### src/rtl/mem_access.sv
// Single-entry MEM pipeline stage: issues the load/store bus request, aligns load data
// and holds the result for MEM_WB. `MEM_ALE_EN adds misaligned-access detection (out_ale).
`timescale 1ns/1ps

module mem_access #(
  parameter int unsigned ADDR_WIDTH = 32,
  parameter int unsigned DATA_WIDTH = 32
) (
  input  logic                  clk,
  input  logic                  rst,
  input  logic                  ls_valid,
  output logic                  ts_ready,
  output logic                  ts_valid,
  input  logic                  ns_ready,
  input  logic                  flush,
  input  logic [ADDR_WIDTH-1:0] in_pc,
  input  logic [31:0]           in_inst,
  input  logic [DATA_WIDTH-1:0] in_alu_result,
  input  logic [DATA_WIDTH-1:0] in_store_data,
  input  logic [4:0]            in_rw_addr,
  input  logic                  in_rw_en,
  input  logic [3:0]            in_mem_op,
  output logic                  dreq_valid,
  input  logic                  dreq_ready,
  output logic                  dreq_we,
  output logic [ADDR_WIDTH-1:0] dreq_addr,
  output logic [3:0]            dreq_wstrb,
  output logic [DATA_WIDTH-1:0] dreq_wdata,
  input  logic                  dresp_valid,
  input  logic [DATA_WIDTH-1:0] dresp_rdata,
  output logic [ADDR_WIDTH-1:0] out_pc,
  output logic [31:0]           out_inst,
  output logic [DATA_WIDTH-1:0] out_rw_data,
  output logic [4:0]            out_rw_addr,
  output logic                  out_rw_en
`ifdef MEM_ALE_EN
  ,
  output logic                  out_ale
`endif
);

  localparam logic [3:0] LD_B  = 4'b0001;
  localparam logic [3:0] LD_H  = 4'b0010;
  localparam logic [3:0] LD_W  = 4'b0011;
  localparam logic [3:0] LD_BU = 4'b0100;
  localparam logic [3:0] LD_HU = 4'b0101;
  localparam logic [3:0] ST_B  = 4'b1001;
  localparam logic [3:0] ST_H  = 4'b1010;
  localparam logic [3:0] ST_W  = 4'b1011;

  typedef enum logic [1:0] {IDLE, REQ, RESP, HOLD} state_t;

  state_t     state;
  logic       kill;
  logic [3:0] op_q;
  logic [1:0] lane_q;

  logic                  cap_c;
  logic                  is_load_c;
  logic                  is_store_c;
  logic                  is_mem_c;
  logic                  misalign_c;
  logic [3:0]            strb_c;
  logic [DATA_WIDTH-1:0] wdata_c;
  logic [7:0]            ld_byte_c;
  logic [15:0]           ld_half_c;
  logic [DATA_WIDTH-1:0] load_data_c;

  assign ts_ready   = (state == IDLE) | ((state == HOLD) & ns_ready);
  assign cap_c      = ls_valid & ts_ready & ~flush;
  assign is_load_c  = in_mem_op inside {LD_B, LD_H, LD_W, LD_BU, LD_HU};
  assign is_store_c = in_mem_op inside {ST_B, ST_H, ST_W};
  assign is_mem_c   = is_load_c | is_store_c;

`ifdef MEM_ALE_EN
  assign misalign_c = ((in_mem_op inside {LD_H, LD_HU, ST_H}) & in_alu_result[0]) |
                      ((in_mem_op inside {LD_W, ST_W}) & (|in_alu_result[1:0]));
`else
  assign misalign_c = 1'b0;
`endif

  // Store lane strobe and lane-replicated write data, computed from the incoming entry
  always_comb begin
    strb_c  = 4'b0000;
    wdata_c = in_store_data;
    case (in_mem_op)
      ST_B: begin
        strb_c  = 4'b0001 << in_alu_result[1:0];
        wdata_c = {4{in_store_data[7:0]}};
      end
      ST_H: begin
        strb_c  = in_alu_result[1] ? 4'b1100 : 4'b0011;
        wdata_c = {2{in_store_data[15:0]}};
      end
      ST_W:    strb_c = 4'b1111;
      default: strb_c = 4'b0000;
    endcase
  end

  // Load data lane selection and sign/zero extension
  always_comb begin
    ld_byte_c   = dresp_rdata[7:0];
    ld_half_c   = lane_q[1] ? dresp_rdata[31:16] : dresp_rdata[15:0];
    load_data_c = dresp_rdata;
    case (lane_q)
      2'd1:    ld_byte_c = dresp_rdata[15:8];
      2'd2:    ld_byte_c = dresp_rdata[23:16];
      2'd3:    ld_byte_c = dresp_rdata[31:24];
      default: ld_byte_c = dresp_rdata[7:0];
    endcase
    case (op_q)
      LD_B:    load_data_c = {{24{ld_byte_c[7]}}, ld_byte_c};
      LD_H:    load_data_c = {{16{ld_half_c[15]}}, ld_half_c};
      LD_BU:   load_data_c = {24'd0, ld_byte_c};
      LD_HU:   load_data_c = {16'd0, ld_half_c};
      default: load_data_c = dresp_rdata;
    endcase
  end

  always_ff @(posedge clk or posedge rst) begin
    if (rst) begin
      state       <= IDLE;
      kill        <= 1'b0;
      op_q        <= 4'd0;
      lane_q      <= 2'd0;
      ts_valid    <= 1'b0;
      dreq_valid  <= 1'b0;
      dreq_we     <= 1'b0;
      dreq_addr   <= '0;
      dreq_wstrb  <= 4'd0;
      dreq_wdata  <= '0;
      out_pc      <= '0;
      out_inst    <= 32'd0;
      out_rw_data <= '0;
      out_rw_addr <= 5'd0;
      out_rw_en   <= 1'b0;
`ifdef MEM_ALE_EN
      out_ale     <= 1'b0;
`endif
    end else begin
      case (state)
        IDLE: ;
        REQ: begin
          if (flush) kill <= 1'b1;
          if (dreq_ready) begin
            dreq_valid <= 1'b0;
            // Only loads/stores reach REQ, so op bit 3 clear means load
            if (!op_q[3]) begin
              state <= RESP;
            end else if (kill | flush) begin
              state <= IDLE;
              kill  <= 1'b0;
            end else begin
              state    <= HOLD;
              ts_valid <= 1'b1;
            end
          end
        end
        RESP: begin
          if (flush) kill <= 1'b1;
          if (dresp_valid) begin
            if (kill | flush) begin
              state <= IDLE;
              kill  <= 1'b0;
            end else begin
              state       <= HOLD;
              ts_valid    <= 1'b1;
              out_rw_data <= load_data_c;
            end
          end
        end
        HOLD: begin
          if (flush | ns_ready) begin
            state    <= IDLE;
            ts_valid <= 1'b0;
          end
        end
        default: state <= IDLE;
      endcase

      // Capture overrides the state update; only possible from IDLE or a draining HOLD
      if (cap_c) begin
        kill        <= 1'b0;
        op_q        <= in_mem_op;
        lane_q      <= in_alu_result[1:0];
        out_pc      <= in_pc;
        out_inst    <= in_inst;
        out_rw_data <= in_alu_result;
        out_rw_addr <= in_rw_addr;
        out_rw_en   <= in_rw_en & ~misalign_c;
        dreq_we     <= is_store_c;
        dreq_addr   <= ADDR_WIDTH'({in_alu_result[DATA_WIDTH-1:2], 2'b00});
        dreq_wstrb  <= strb_c;
        dreq_wdata  <= wdata_c;
        if (is_mem_c & ~misalign_c) begin
          state      <= REQ;
          ts_valid   <= 1'b0;
          dreq_valid <= 1'b1;
        end else begin
          state    <= HOLD;
          ts_valid <= 1'b1;
        end
`ifdef MEM_ALE_EN
        out_ale <= is_mem_c & misalign_c;
`endif
      end
    end
  end

endmodule

### config.mk
export PLATFORM = sky130hd
export DESIGN_NAME = mem_access
export DESIGN_NICKNAME = d
export VERILOG_FILES = /design/src/rtl/mem_access.sv
export SDC_FILE = /design/constraint.sdc
export NUM_CORES = 1
export LEC_CHECK = 0
export ABC_CLOCK_PERIOD_IN_PS = 6450
export BUFFER_PORTS_ARGS = -buffer_cell sky130_fd_sc_hd__buf_2
export CORE_UTILIZATION = 33
export CTS_BUF_LIST = sky130_fd_sc_hd__clkbuf_8
export DETAILED_ROUTE_END_ITERATION = 7
export PLACE_DENSITY = 0.7
export SYNTH_ARGS = -nofsm -noshare
export SYNTH_HDL_FRONTEND = slang
export SYNTH_SLANG_ARGS = --single-unit
### constraint.sdc
create_clock -name clk -period 6.45 [get_ports clk]
set_input_delay 0.3225 -clock clk [delete_from_list [all_inputs] [get_ports clk]]
set_output_delay 0.3225 -clock clk [all_outputs]
set_load 0.1 [all_outputs]
After elaboration in Yosys (flattened, before gate mapping)
Index checks and enable logic that the tools add are counted.

word-level totals
  bits in read-only memories = 0
  latch bits = 0
  memories kept = 0
  bits of input ports = 177
  flip-flop bits (word level) = 180
  memory bits (writable) = 0
  logic and storage cells = 94
  output and inout bits = 174

operators by class
  $lt $le $gt $ge = 0
  bitwise logic cells = 8
  $mul = 0
  shifts and indexed selects = 1
  div/mod/pow operators = 0
  mux-type cells = 37
  eq/ne operators = 23
  add/subtract/negate cells = 0
  reductions and logical operators = 10

operator list
  cell                                                 count
  two-way mux 32 bit                                   4
  case mux 32 bit (4 select lines)                     1
  case mux 32 bit (2 select lines)                     1
  case mux 8 bit (3 select lines)                      1
  two-way mux 1 bit                                    17
  equality test 4 x 3 -> 1 bit, second input constant  4
  two-way mux 16 bit                                   1
  two-way mux 2 bit                                    7
  equality test 4 x 2 -> 1 bit, second input constant  3
  equality test 4 bit, second input constant           3
  case mux 4 bit (3 select lines)                      1
  inequality test 3 bit, second input constant         3
  equality test 2 bit, second input constant           4
  equality test 4 x 1 -> 1 bit, second input constant  2
  case mux 2 bit (3 select lines)                      1
  nonzero test 3 bit                                   2
  AND reduction 5 bit                                  1
  nonzero test 5 bit                                   1
  equality test 2 x 1 -> 1 bit, second input constant  2
  two-way mux 4 bit                                    1
  OR 1 bit                                             4
  AND reduction 4 bit                                  1
  nonzero test 2 bit                                   2
  nonzero test 4 bit                                   1
  9 further kinds                                      11

Longest topological paths before layout
  depth in word-level cells = 7
  gate-level depth with buffers = 9
  gate-level depth less buffers = 7

Worst setup path before layout
Ideal clock, no wire load.

  path type = reg-to-reg
  start = register state[0]
  end = register ts_valid
  data required time = 6.328 ns
  arrival = 2.277 ns
  clock period less this slack = 2.398 ns
  cell stages (with the launch flop) = 8
  setup time = 0.122 ns
  path buffers = 2
  path slack = 4.052 ns
  cell sequence = dfrtp_1 > ha_1 > a21oi_1 > inv_1 > nand3b_1 > buf_2 > clkbuf_1 > a32o_2

between the ends
  longest elaborated chain between the ends = 7
  elaborated cells between the ends (all ways) = 16

ends and longest elaborated chain
  item                                                                     RTL line  text
  from (decl)                                                              53        state_t state;
  from (signal assigned)                                                   122       state <= IDLE;
  from (signal assigned)                                                   149       state <= RESP;
  from (signal assigned)                                                   151       state <= IDLE;
  equality test 2 bit                                                      69        assign ts_ready = (state == IDLE) | ((state == HOLD) & ns_ready);
  AND 1 bit                                                                69
  OR 1 bit *                                                               69
  named net ts_ready                                                       12        output logic ts_ready,
  AND 1 bit * (2 in series)                                                70        assign cap_c = ls_valid & ts_ready & ~flush;
  inequality test 3 x 2 -> 1 bit (no source line) (tied with other cells)  n/a
  AND reduction 5 bit (no source line)                                     n/a
  to (signal assigned)                                                     126       ts_valid <= 1'b0;
  to (signal assigned)                                                     155       ts_valid <= 1'b1;
  to (signal assigned)                                                     167       ts_valid <= 1'b1;
  to (decl)                                                                13        output logic ts_valid,

The timed path passes the listed nets; every way through them passes the cells marked *.
A chain may end at the register's enable or synchronous reset.

Worst setup path after layout
  start = register state[0]
  end = register state[1]

between the ends
  longest elaborated chain between the ends = 7
  elaborated cells between the ends (all ways) = 15

ends and longest elaborated chain
  item                                                                     RTL line
  equality test 2 bit                                                      69, 141
  AND 1 bit                                                                69
  OR 1 bit                                                                 69
  AND 1 bit (2 in series)                                                  70
  inequality test 3 x 2 -> 1 bit (no source line) (tied with other cells)  n/a
  AND reduction 4 bit (no source line)                                     n/a

Parallel ways exist; a longest one is shown, timed or not.

==> metrics <==
status finished, final reports clean; Worst R2R End state[1]$_DFFE_PP0P_; Die ar. between 20000 and 25000 um2; IO buf count ~350; htree depth 4; cell count after synthesis 886; CP Max Fanout approximately 110; reg-to-reg startpoint state[0]$_DFFE_PP0P_; yosys warns 0; drt first-iter violations 644; Crit-path slowest cell buf_4; most instantiated cells after synthesis 378 x nand2_1, 180 x dfrtp_1, 74 x o21ai_0, 39 x a21oi_1; Post-Layout Inst Area 10400 um2; Hold Crit Class in -> async; # setup viols final 0; Yosys cell types 57; Synth Area in Compound Gates 13.4%; Final Max Slew Viols 0; Vias/cell 4.77; Synth area leader dfrtp_1; Layout area overhead 30.2%; FP Rows 56; total CTS buffers 17; FF-to-FF setup slack 3890 ps; clock skew 17.1 ps; Highest Clock Rate 391 MHz; top-area cell type share of the netlist area 56.4%; most frequent cell after synthesis nand2_1; syn avg cell area 9.01 um2; Slew headroom 28.4%; Clk pin slew, worst setup/hold paths 130 ps; Tcrit/Tclk final 39.6%; Worst EP arrival 2910 ps; largest cells by area after synthesis dfrtp_1 56%, nand2_1 18%, o21ai_0 4.6%; worst-path cell chain ha_1 > a21oi_1 > inv_1 > nand3b_1 > buf_4 > o21ai_0 > a32o_1; Critical Path End Type flop; CTS sink cnt 180; First-pass DRT Iterations 5; Slew @ Worst Pin 1070 ps; Final ANT Viol Nets 0; fin crit period ~2600 ps; Critical Path RT 6810 ps; EDFF count, synth 0; vias in the first global route a little over 7000; Post-CTS Setup Bufs 0; Final Hold Fails 0; clock root buffer clkbuf_8; fraction of layout instances using a drive strength above 1 33.3%; max incr delay on CP about 720 ps; Fin Setup TNS 0 ps; Synth async-reset ratio 100%; Final GP Congestion 0.884; Post-Synth Simple-Gate Area 22.5%; largest net degree at the start of global routing 108; hpwl dp 17900 um; global-route wire length before repair 38200 um; # IOs 351; Worst Reg2Reg Path Length in Cells 7; Total GRT Usage 20.0%; RSZ-0062 raised after global routing no; Seq/Total Area, Yosys 56.4%; Die H around 160 um; CTS resizes 0; Adder-Cell Fraction of Synth Area 0.627%; largest family of logic cells by synthesized area simple AND/OR/NAND/NOR gates; initial core utilization 33.8%; Core Box Area ~24000 um2; clk_lat worst skew about 470 ps; CTS tree built; vias 7390; DRC violation count after routing 0; Max-cap violations 0; Final Net Count 1395; Critical Path Source Type flop; gr ovfl total 0; mux contribution to synthesized area under 10%; critical path class reg -> reg; flops & latches, synth 180; Top FF cell, synth dfrtp_1; antenna violations before repair 2; dpl cell area roughly 9900 um2; Post-Syn Area 7980 um2; Max Root-Sink Buffers 2; Layout fillers 2386; Routed WL 25000 um; area share of xor/xnor cells in the synthesized design 0.110%; Die X roughly 160 um; routed len/inst around 16 um
[worst max-delay path: cells and delay by family (launching register included)]
kind,cells,cell delay (ps)
buffers and inverters,2,830
AO/OA/AOI/OAI,3,800
flip-flops,1,430
adder cells (fa/ha/maj),1,270
AND/OR/NAND/NOR,1,120
[layout by cell type (no fill, tap or decap), drive strengths merged, types with 8 or more instances in the layout]
master and instances:
o221ai 8, dfrtp 180, clkbuf 17, a221oi 12, mux2i 18, nand2 378
nand3 10, o21ai 91, a21oi 40, and2 8, nor2 18, inv 23
buf 354
[area by class of cell]
| cell class | count | area, um2 | area share, % |
|---|---|---|---|
| Antenna cell | 2 | 5.00 | 0.0482 |
| Clock buffer | 17 | 234 | 2.25 |
| Clock inverter | 15 | 163 | 1.56 |
| Inverter | 16 | 65.1 | 0.626 |
| Multi-Input combinational cell | 638 | 3170 | 30.5 |
| Sequential cell | 180 | 4500 | 43.3 |
| Tap cell | 319 | 399 | 3.84 |
| Timing Repair Buffer | 361 | 1860 | 17.9 |
[how the worst max path moves through the flow]
stage	start	end	cells after the start
floorplan	rst	dreq_addr[10]$_DFFE_PP0P_	1
global placement	state[0]$_DFFE_PP0P_	state[1]$_DFFE_PP0P_	7
detailed placement	state[0]$_DFFE_PP0P_	state[1]$_DFFE_PP0P_	7
CTS	state[0]$_DFFE_PP0P_	state[1]$_DFFE_PP0P_	7
global route	state[0]$_DFFE_PP0P_	state[1]$_DFFE_PP0P_	7
finish	state[0]$_DFFE_PP0P_	state[1]$_DFFE_PP0P_	7
[kinds of logic after synthesis]
family                     after synthesis
and+or+nand+nor                        433
DFF                                    180
AOI/OAI and AO/OA                      177
buffers and inverters                   69
muxes                                   21
adders and majority gates                4
other                                    1
xor gates and xnor gates                 1
[layer usage]
layer  part of all wire [%]  track usage [%]  vias up  wire length [um]
met5                      0                0        -                 0
met4                    1.6             6.56        0               401
met3                    5.3             3.72       26              1330
met2                     48             31.3      261             12000
met1                     45             27.7     3515             11300
li1                       -                -     3588                 -
[through the flow]
stage               hold WS (ps)  setup WS (ps)  utilization, %  instances
detailed placement           457           3830            42.0       1507
finish                      10.1           3890            44.0       1548
CTS                        0.464           3830            44.0       1545
global route              0.0174           3540            44.0       1548
global placement             454           3910            42.0       1507
floorplan                    428           1240               -        887
[flip-flops by register name, indices dropped and copies added (netlist names), 2 cells and up]
| register | count |
|---|---|
| dreq_addr | 30 |
| dreq_wdata | 32 |
| dreq_wstrb | 4 |
| lane_q | 2 |
| op_q | 4 |
| out_inst | 32 |
| out_pc | 32 |
| out_rw_addr | 5 |
| out_rw_data | 32 |
| state | 2 |
[timing repair]
action	4_1_cts	5_1_grt
hold buffers	6	1
endpoints found under the hold margin	6	1
setup endpoints to repair	0	0
Power is left out: the tool's default activity adds up to more than one toggle a clock period on the data nets, which glitch-free logic cannot reach.
